==> config.mk <==
export PLATFORM = sky130hd
export DESIGN_NAME = instruction_fetch
export DESIGN_NICKNAME = d
export VERILOG_FILES = /design/src/rtl/fetch_pkg.sv /design/src/rtl/if_id_reg.sv /design/src/rtl/instruction_fetch.sv
export SDC_FILE = /design/constraint.sdc
export NUM_CORES = 1
export LEC_CHECK = 0
export ABC_CLOCK_PERIOD_IN_PS = 2100
export CORE_UTILIZATION = 47
export DETAILED_ROUTE_END_ITERATION = 10
export PLACE_DENSITY = 0.81
export SYNTH_ARGS = -nofsm -noshare
export SYNTH_HDL_FRONTEND = slang
export SYNTH_HIERARCHICAL = 1
export SYNTH_SLANG_ARGS = --single-unit
==> constraint.sdc <==
create_clock -name clk -period 2.1 [get_ports clk]
set_input_delay 0.525 -clock clk [delete_from_list [all_inputs] [get_ports clk]]
set_output_delay 0.525 -clock clk [all_outputs]
set_load 0.01 [all_outputs]
==> src/rtl/fetch_pkg.sv <==
// Shared types and constants for the instruction fetch unit.
package fetch_pkg;
  localparam int XLEN        = 32;
  localparam int INSTR_BYTES = 4;

  typedef enum logic {
    RUN  = 1'b0,
    HALT = 1'b1
  } state_t;
endpackage

==> src/rtl/if_id_reg.sv <==
// Fetch-to-decode output register: loads a fetched word, holds it while decode
// stalls, clears it once accepted, and drops it on a flush.
module if_id_reg
  import fetch_pkg::*;
(
  input  logic            clk,
  input  logic            reset,
  input  logic            load,
  input  logic            flush,
  input  logic            ready,
  input  logic [XLEN-1:0] instr_in,
  input  logic [XLEN-1:0] pc_in,
  output logic            valid,
  output logic [XLEN-1:0] instr,
  output logic [XLEN-1:0] pc
);

  // Output word register; flush wins over load so a redirect never leaks a word.
  always_ff @(posedge clk) begin
    if (reset) begin
      valid <= 1'b0;
      instr <= {XLEN{1'b0}};
      pc    <= {XLEN{1'b0}};
    end else if (flush) begin
      valid <= 1'b0;
    end else if (load) begin
      valid <= 1'b1;
      instr <= instr_in;
      pc    <= pc_in;
    end else if (valid && ready) begin
      valid <= 1'b0;
    end else begin
      valid <= valid;
    end
  end

endmodule

==> src/rtl/instruction_fetch.sv <==
// Instruction fetch unit: PC sequencing, RUN/HALT control, redirect handling
// and a saturating count of words accepted by decode.
module instruction_fetch
  import fetch_pkg::*;
#(
  parameter logic [31:0] RESET_PC = 32'd0,
  parameter logic [31:0] LAST_PC  = 32'd356,
  parameter int          CNT_W    = 16
) (
  input  logic             clk,
  input  logic             reset,
  output logic [31:0]      imem_addr,
  input  logic [31:0]      imem_data,
  input  logic             redirect_valid,
  input  logic [31:0]      redirect_target,
  input  logic             id_ready,
  output logic             id_valid,
  output logic [31:0]      id_instr,
  output logic [31:0]      id_pc,
  output logic             halted,
  output logic [CNT_W-1:0] fetch_count
);

  localparam logic [XLEN-1:0] PC_STEP = XLEN'(INSTR_BYTES);

  state_t            state;
  state_t            state_next;
  logic [XLEN-1:0]   pc;
  logic [XLEN-1:0]   pc_next;
  logic              fetch;
  logic              accept;
  logic [CNT_W-1:0]  count_next;

  // State, PC and accepted-word counter registers.
  always_ff @(posedge clk) begin
    if (reset) begin
      state       <= RUN;
      pc          <= RESET_PC;
      fetch_count <= {CNT_W{1'b0}};
    end else begin
      state       <= state_next;
      pc          <= pc_next;
      fetch_count <= count_next;
    end
  end

  // Next-state, next-PC and fetch decision; a redirect overrides everything.
  always_comb begin
    state_next = state;
    pc_next    = pc;
    fetch      = 1'b0;
    if (redirect_valid) begin
      pc_next    = {redirect_target[XLEN-1:2], 2'b00};
      state_next = RUN;
    end else begin
      case (state)
        RUN: begin
          if (!id_valid || id_ready) begin
            fetch   = 1'b1;
            pc_next = pc + PC_STEP;
            if (pc == LAST_PC) begin
              state_next = HALT;
            end else begin
              state_next = RUN;
            end
          end else begin
            state_next = RUN;
          end
        end
        HALT: begin
          state_next = HALT;
        end
        default: begin
          state_next = RUN;
        end
      endcase
    end
  end

  // Counter saturates at all-ones; a flushed word is not counted as accepted.
  always_comb begin
    accept = id_valid && id_ready && !redirect_valid;
    if (accept && (fetch_count != {CNT_W{1'b1}})) begin
      count_next = fetch_count + CNT_W'(1);
    end else begin
      count_next = fetch_count;
    end
  end

  assign imem_addr = pc;
  assign halted    = (state == HALT);

  if_id_reg u_if_id_reg (
    .clk      (clk),
    .reset    (reset),
    .load     (fetch),
    .flush    (redirect_valid),
    .ready    (id_ready),
    .instr_in (imem_data),
    .pc_in    (pc),
    .valid    (id_valid),
    .instr    (id_instr),
    .pc       (id_pc)
  );

endmodule

# [Word level (Yosys, flattened, before mapping)]
# Index checks and enable logic that the tools add are counted.
# W data, S select, Z words.
[totals] wordCells=37 register_bits=114
[classes] eq_ne=3 n_reduce_logical=12 bitwise=2 mux=11 add_sub_neg=2
[op_table] operator="$mux W32" count=3
[op_table] operator="$add A32 B3 Y32 const B" count=1
[op_table] operator="$eq A32 B9 Y1 const B" count=1
[op_table] operator="$add A16 B1 Y16 const B" count=1
[op_table] operator="$ne A16 B16 Y1 const B" count=1
[op_table] operator="$mux W1" count=7
[op_table] operator="$reduce_and A2 Y1" count=3
[op_table] operator="$reduce_bool A2 Y1" count=2
[op_table] operator="$logic_and A1 B1 Y1" count=3
[op_table] operator="$logic_not A1 Y1" count=2
[op_table] operator="$ne A2 B2 Y1 const B" count=1
[op_table] operator="$not A1 Y1" count=2
[op_table] operator="$pmux W1 S2" count=1
[op_table] operator="$reduce_or A2 Y1" count=1
[op_table] operator="$logic_or A1 B1 Y1" count=1

# [Depth between registers and ports, before layout]
# Gate-level depths: netlist of the first run.
[logic_depth] depth_word=6 ltp_mapped=7

# [Hierarchy]
# The synthesis of the first run kept the hierarchy.
[modules_own_cells] mod="if_id_reg" area_per_inst_um2=3083.0 n_inst=1 cells_each=296
[modules_own_cells] mod="instruction_fetch" area_per_inst_um2=2590.0 n_inst=1 cells_each=311

# [Worst setup path after synthesis of the first run]
# Ideal clock, no wire load.
[synth_timing] kind="input port to flip-flop" start="in id_ready" end="reg pc[29], in the netlist imem_addr[29]" required_ps=2009 arrival_time_ps=1770 slack_ps=239 path_buffers=1 cell_stages=6 setup_ps=91 cell_sequence="nor2b_1 buf_6 nor3_4 nand4_4 or4_1 a311oi_1"
[synth_between] elab_chain_cells=3
[synth_lines] item="start: declaration" line_no="instruction_fetch.sv:16" text="input logic id_ready,"
[synth_lines] item="$logic_or A1 B1 Y1" line_no="instruction_fetch.sv:58" text="if (!id_valid || id_ready) begin"
[synth_lines] item="$reduce_bool A2 Y1 (no source line)"
[synth_lines] item="$reduce_and A2 Y1 (no source line)"
[synth_lines] item="end signal: assignment" line_no="instruction_fetch.sv:42" text="pc <= pc_next;"
[synth_lines] item="end: declaration" line_no="instruction_fetch.sv:28" text="logic [XLEN-1:0] pc;"
# No other way between the ends.
# A chain may end at the register's enable or synchronous reset.

# [Worst setup path after layout of the first run]
[layout_timing] start="reg pc[5], in the netlist imem_addr[5]" end="out imem_addr[5]"
[layout_rtl] item="end: declaration" line_no="instruction_fetch.sv:12" text="output logic [31:0] imem_addr,"
# No word-level cell between the ends.

==> run metrics, run 1 <==
cells after synthesis=about 610; Worst setup EP type=output pin; worst-path cell chain=buf_4, clkdlybuf4s50_1; PortBufs=approximately 180; nets=~860; gr usage total=0.254; routed wl met2=around 7.6 mm; commonest non-fill, non-tap cells in the layout=175 x clkdlybuf4s50_1, 111 x dfxtp_1, 64 x nand2b_1, 64 x nand4bb_1; MaxCap Viol Count=0; clock-pin slew of the registers on the worst-case setup and hold paths=70 ps; clk root buf=clkbuf_16; DIE AREA=12500 µm²; Clk Latency, worst-skew pair=340 ps; first-pass GRT wire length=about 26 mm; synth unique cells=51; FF+latch count, synth=around 110; largest net degree at the start of global routing=90; Initial Utilization=0.488; crit-path max FO=5; Setup Skew=6.30 ps; cell area after synthesis=around 5700 µm²; average wire per standard cell=approximately 17 µm; H-tree Lvls=3; violated checks=design-rule violations; Hold Worst Slack=464 ps; First DRT Iteration DRCs=512; Primary FF master, synth=dfxtp_1; ranking of synthesized cells by area=dfxtp_1 40%, nand4bb_1 13%, nand2b_1 7.1%; period utilization=0.956; critical path's slowest cell=clkdlybuf4s50_1; postcts setup bufs=0; total power=4.66 mW; wl on met1=about 7 mm; setup tns final=0 ps; vias post-DR=about 5300; YS warnings=6; area leader, netlist=dfxtp_1; DR vias/cell=5.65; Max Fclk=about 500 MHz; status=complete, but fails checks; ratio of cells with drive above 1 in the final layout=0.119; LEAKAGE=2.77 nW; RSZ-0062 raised after global routing=no; core box area=11600 µm²; syn_area_per_cell=9.35 µm²; PD cells=a little under 600 nW/µm²; gpl congestion=~0.83; Antenna Nets Post-Route=0; Max stage delay on crit path=about 530 ps; DRC=17; top sig layer=met4; Synth top area share=0.395; Top Ports=between 150 and 200; EDFF count, synth=0; Final Setup Violations=0; WS Path Type=flip-flop to output pin; dpl cells=between 900 and 1000; Area Growth Syn to Fin=40.9%; asr flop ratio synth=0; number of CTS-inserted buffers=9; Worst R2R Path Depth=5; final wirelength=approximately 16 mm; worst ir drop on vdd=0.341 mV; Startpoint Class=flip-flop; hold_buf cts=0; estimated wirelength of the detail-placed design=between 10 and 15 mm; number of diodes=0; WP data required=1570 ps; Layout Utilization=0.688; post-synthesis sequential area ratio=0.395; worst hold path class=flip-flop to flip-flop; drt pass-1 iters=8; Clock Sinks=about 110; critical path arrival=1480 ps; Hold Path Stages=2; Fin. Hold Viols=0; fin crit period=~2000 ps; initial antenna violation count=0; chip width=between 100 and 150 µm; FP Rows=39; gr ovfl total=0; CTS tree=yes; max-slew violation count=0; vias in the first global route=5227; Met3 Wirelength=between 1 and 1.5 mm; Max Root-Sink Buffers=2; Finished Layout Cells=around 940; Die Ht=112 µm; commonest non-fill, non-tap cell in the layout=clkdlybuf4s50_1
==> cell usage after synthesis, drive strengths merged, types with 17 or more instances <==
cell type  number
nand4bb        64
nor2           46
nand3          20
dfxtp         112
nand4          17
buf            35
a211oi         27
clkbuf         18
nand2b         64
o21ai          71
nand2          20
xor2           30
==> final cells by class <==
cell class / instances / area, µm²
sequential: 112 / 2240
timing repair buffer: 223 / 2190
multi-input combinational: 440 / 3110
fill: 903 / 3620
clock buffer: 11 / 233
tap: 143 / 179
inverter: 5 / 18.8
clock inverter: 4 / 22.5
==> routing by layer <==
metal | global-route usage | up-vias
met2 | 0.418 | 213
li1 | - | 2563
met4 | 0.107 | 0
met5 | 0 | -
met1 | 0.329 | 2491
met3 | 0.0425 | 29
==> sequential cells by signal, indices dropped and copies added, names as in the netlist <==
name	flops
u_if_id_reg/instr	32
u_if_id_reg/valid	1
fetch_count	16
u_if_id_reg/pc	32
imem_addr	30
halted	1
==> path summary, 6_finish.rpt <==
kind | slack, ps | endpoint | startpoint
worst max-delay path | 90 | imem_addr[5] | imem_addr[5]
worst max register to register | 140 | imem_addr[29] | imem_addr[15]
worst min register to register | 460 | u_if_id_reg/instr[3] | u_if_id_reg/instr[3]
worst min-delay path | 460 | u_if_id_reg/instr[3] | u_if_id_reg/instr[3]
==> through the flow <==
step | setup WS [ps] | cell area, µm²
after floorplan | 239 | 5680
after global placement | -269 | 7730
after detailed placement | -298 | 7730
after CTS | 56.8 | 7980
after global routing | 14.0 | 8000
final | 92.6 | 8000
==> where the power goes <==
part | internal (mW) | switching (mW) | total [mW]
logic | 0.456 | 0.364 | 0.820
registers | 2.21 | 0.0735 | 2.29
clock network | 0.794 | 0.759 | 1.55
total | 3.47 | 1.20 | 4.66
==> worst max-delay path: cells and delay by family (launching register included) <==
| family | cells | cell delay, ps |
|---|---|---|
| DFF | 1 | 430 |
| buffers and inverters | 2 | 710 |
==> cell families after synthesis <==
group / after synthesis / share of synthesized area
DFF: 112 / 0.395
xor gates and xnor gates: 33 / 0.0509
muxes: 2 / 0.00353
and+or+nand+nor: 277 / 0.342
adders and majority gates: 3 / 0.00662
buffers and inverters: 58 / 0.0618
AOI/OAI and AO/OA: 121 / 0.139
other: 1 / 0.000661
==> timing repair <==
| item | 4_1_cts | 5_1_grt |
|---|---|---|
| gates resized for setup | 1 | 3 |
| endpoints found under the setup margin | 1 | 14 |
| pin swaps | 0 | 3 |
(Power assumes the default switching activity.)
==> run 2, diff against run 1 <==
Settings changed: SLEW_MARGIN set to 20.
==> results of run 2 <==
Final layout, timing and power as in run 1 (identical DEF).
==> run 3, diff against run 2 <==
Settings changed: HOLD_SLACK_MARGIN set to 0.08, SKIP_LAST_GASP set to 1.
==> run metrics, run 3 (synthesized netlist as in run 1, its figures left out) <==
clock-pin slew of the registers on the worst-case setup and hold paths=70 ps (about the same); Hold Path Stages=2 (unchanged); RSZ-0062 raised after global routing=yes; Layout Utilization=0.688 (about the same); Max Root-Sink Buffers=2 (unchanged); PD cells=583 nW/µm² (about the same); average wire per standard cell=16.9 µm (-0.13%); DIE AREA=12500 µm² (unchanged); number of diodes=0 (unchanged); largest net degree at the start of global routing=90 (unchanged); Clock Sinks=112 (unchanged); Hold Worst Slack=463 ps (-0.0380 ps); Worst Setup Slack, final=92.9 ps (+0.312 ps); number of CTS-inserted buffers=9 (unchanged); commonest non-fill, non-tap cell in the layout=clkdlybuf4s50_1; violated checks=design-rule violations; estimated wirelength of the detail-placed design=11.1 mm (unchanged); initial antenna violation count=0 (unchanged); CTS tree=yes; chip width=112 µm (unchanged); DR vias/cell=5.65 (unchanged); Post-Place Setup Slack=-298 ps (unchanged); final wirelength=15.9 mm (-0.13%); gr ovfl total=0 (unchanged); Worst Hold End=u_if_id_reg/instr[3]; setup tns final=0 ps (unchanged); R2R setup slack=140 ps (about the same); WS Path Type=flip-flop to output pin; Final Setup Violations=0 (unchanged); Startpoint Class=flip-flop; DRC=17 (unchanged); nets=862 (unchanged); vias post-DR=5296 (unchanged); Worst R2R Path Depth=5 (unchanged); first-pass GRT wire length=25.8 mm (unchanged); Finished Layout Cells=938 (unchanged); FP Rows=39 (unchanged); drt pass-1 iters=8 (unchanged); Top Ports=182 (unchanged); worst hold path class=flip-flop to flip-flop; worst ir drop on vdd=0.341 mV (about the same); Setup Skew=6.66 ps (+0.362 ps); postcts setup bufs=0 (unchanged); hold_buf cts=0 (unchanged); Clk Latency, worst-skew pair=340 ps (about the same); worst r2r dst=imem_addr[29]; Worst setup EP type=output pin; critical path arrival=1480 ps (about the same); MaxCap Viol Count=0 (unchanged); commonest non-fill, non-tap cells in the layout=175 x clkdlybuf4s50_1, 111 x dfxtp_1, 64 x nand2b_1, 64 x nand4bb_1; fin crit period=2010 ps (-0.312 ps); gpl congestion=0.835 (unchanged); core box area=11600 µm² (unchanged); gr usage total=0.254 (unchanged); Die Ht=112 µm (unchanged); max-slew violation count=0 (unchanged); clk root buf=clkbuf_16; ratio of cells with drive above 1 in the final layout=0.118 (-0.00126); LEAKAGE=2.77 nW (about the same); dpl cells=923 (unchanged); period utilization=0.956 (about the same); PortBufs=177 (unchanged); hold path startpoint=u_if_id_reg/instr[3]; H-tree Lvls=3 (unchanged); crit-path max FO=5 (unchanged); Area Growth Syn to Fin=40.9% (about the same); reg2reg start=imem_addr[15]; status=complete, but fails checks; Fin. Hold Viols=0 (unchanged); Antenna Nets Post-Route=0 (unchanged); Initial Utilization=0.488 (unchanged); First DRT Iteration DRCs=556 (+8.6%); vias in the first global route=5227 (unchanged); WP data required=1570 ps (about the same); Max Fclk=498 MHz (about the same)
run 3: cell types whose count changed in the layout (fill, tap and decap cells not counted):
cell | previous run | this run
ha_1 | 2 | 3
ha_2 | 1 | 0
run 3: how the worst max path moves through the flow:
| stage | from | to | slack, ps |
|---|---|---|---|
| floorplan | id_ready | imem_addr[29] | 240 |
| global placement | id_ready | imem_addr[28] | -270 |
| detailed placement | id_ready | imem_addr[28] | -300 |
| CTS | id_ready | imem_addr[28] | 60 |
| global route | imem_addr[3] | imem_addr[26] | 0.5 |
| finish | imem_addr[4] | imem_addr[4] | 90 |
run 3: stage by stage:
stage	instance area [µm²]	total power [mW]
after floorplan	5680	2.71
after global placement	7730	3.13
after detailed placement	7730	3.15
after CTS	7980	4.69
after global routing	7990	4.85
final	7990	4.66
run 3: what timing repair did:
| action | 4_1_cts | 5_1_grt |
|---|---|---|
| cloned | 0 | 0 |
| endpoints found under the setup margin | 1 | 14 |
| pin swaps | 0 | 2 |
| gates resized for setup | 1 | 2 |
run 3: layout make-up:
| class | instances | area, µm² |
|---|---|---|
| clock buffers | 11 | 233 |
| inverters | 5 | 18.8 |
| clock inverters | 4 | 22.5 |
| well taps | 143 | 179 |
| multi-input cells | 440 | 3110 |
| flip-flops and latches | 112 | 2240 |
| repair buffers | 223 | 2190 |
| fillers | 902 | 3620 |
run 3: power by group:
part | total, mW | switching, mW | internal (mW)
Clock | 1.55 | 0.758 | 0.794
Combinational | 0.819 | 0.363 | 0.456
Sequential | 2.29 | 0.0733 | 2.21
Total | 4.66 | 1.19 | 3.47
run 3: critical path, stage by stage (launching register included):
cell and delay, ps:
dfxtp_1 420, buf_4 180, clkdlybuf4s50_1 540
run 3: layer usage:
| layer | vias to the layer above | part of all wire | GRT usage |
|---|---|---|---|
| li1 | 2560 | - | - |
| met1 | 2483 | 0.43 | 0.329 |
| met2 | 222 | 0.48 | 0.418 |
| met3 | 31 | 0.074 | 0.0425 |
| met4 | 0 | 0.020 | 0.107 |
| met5 | - | 0 | 0 |
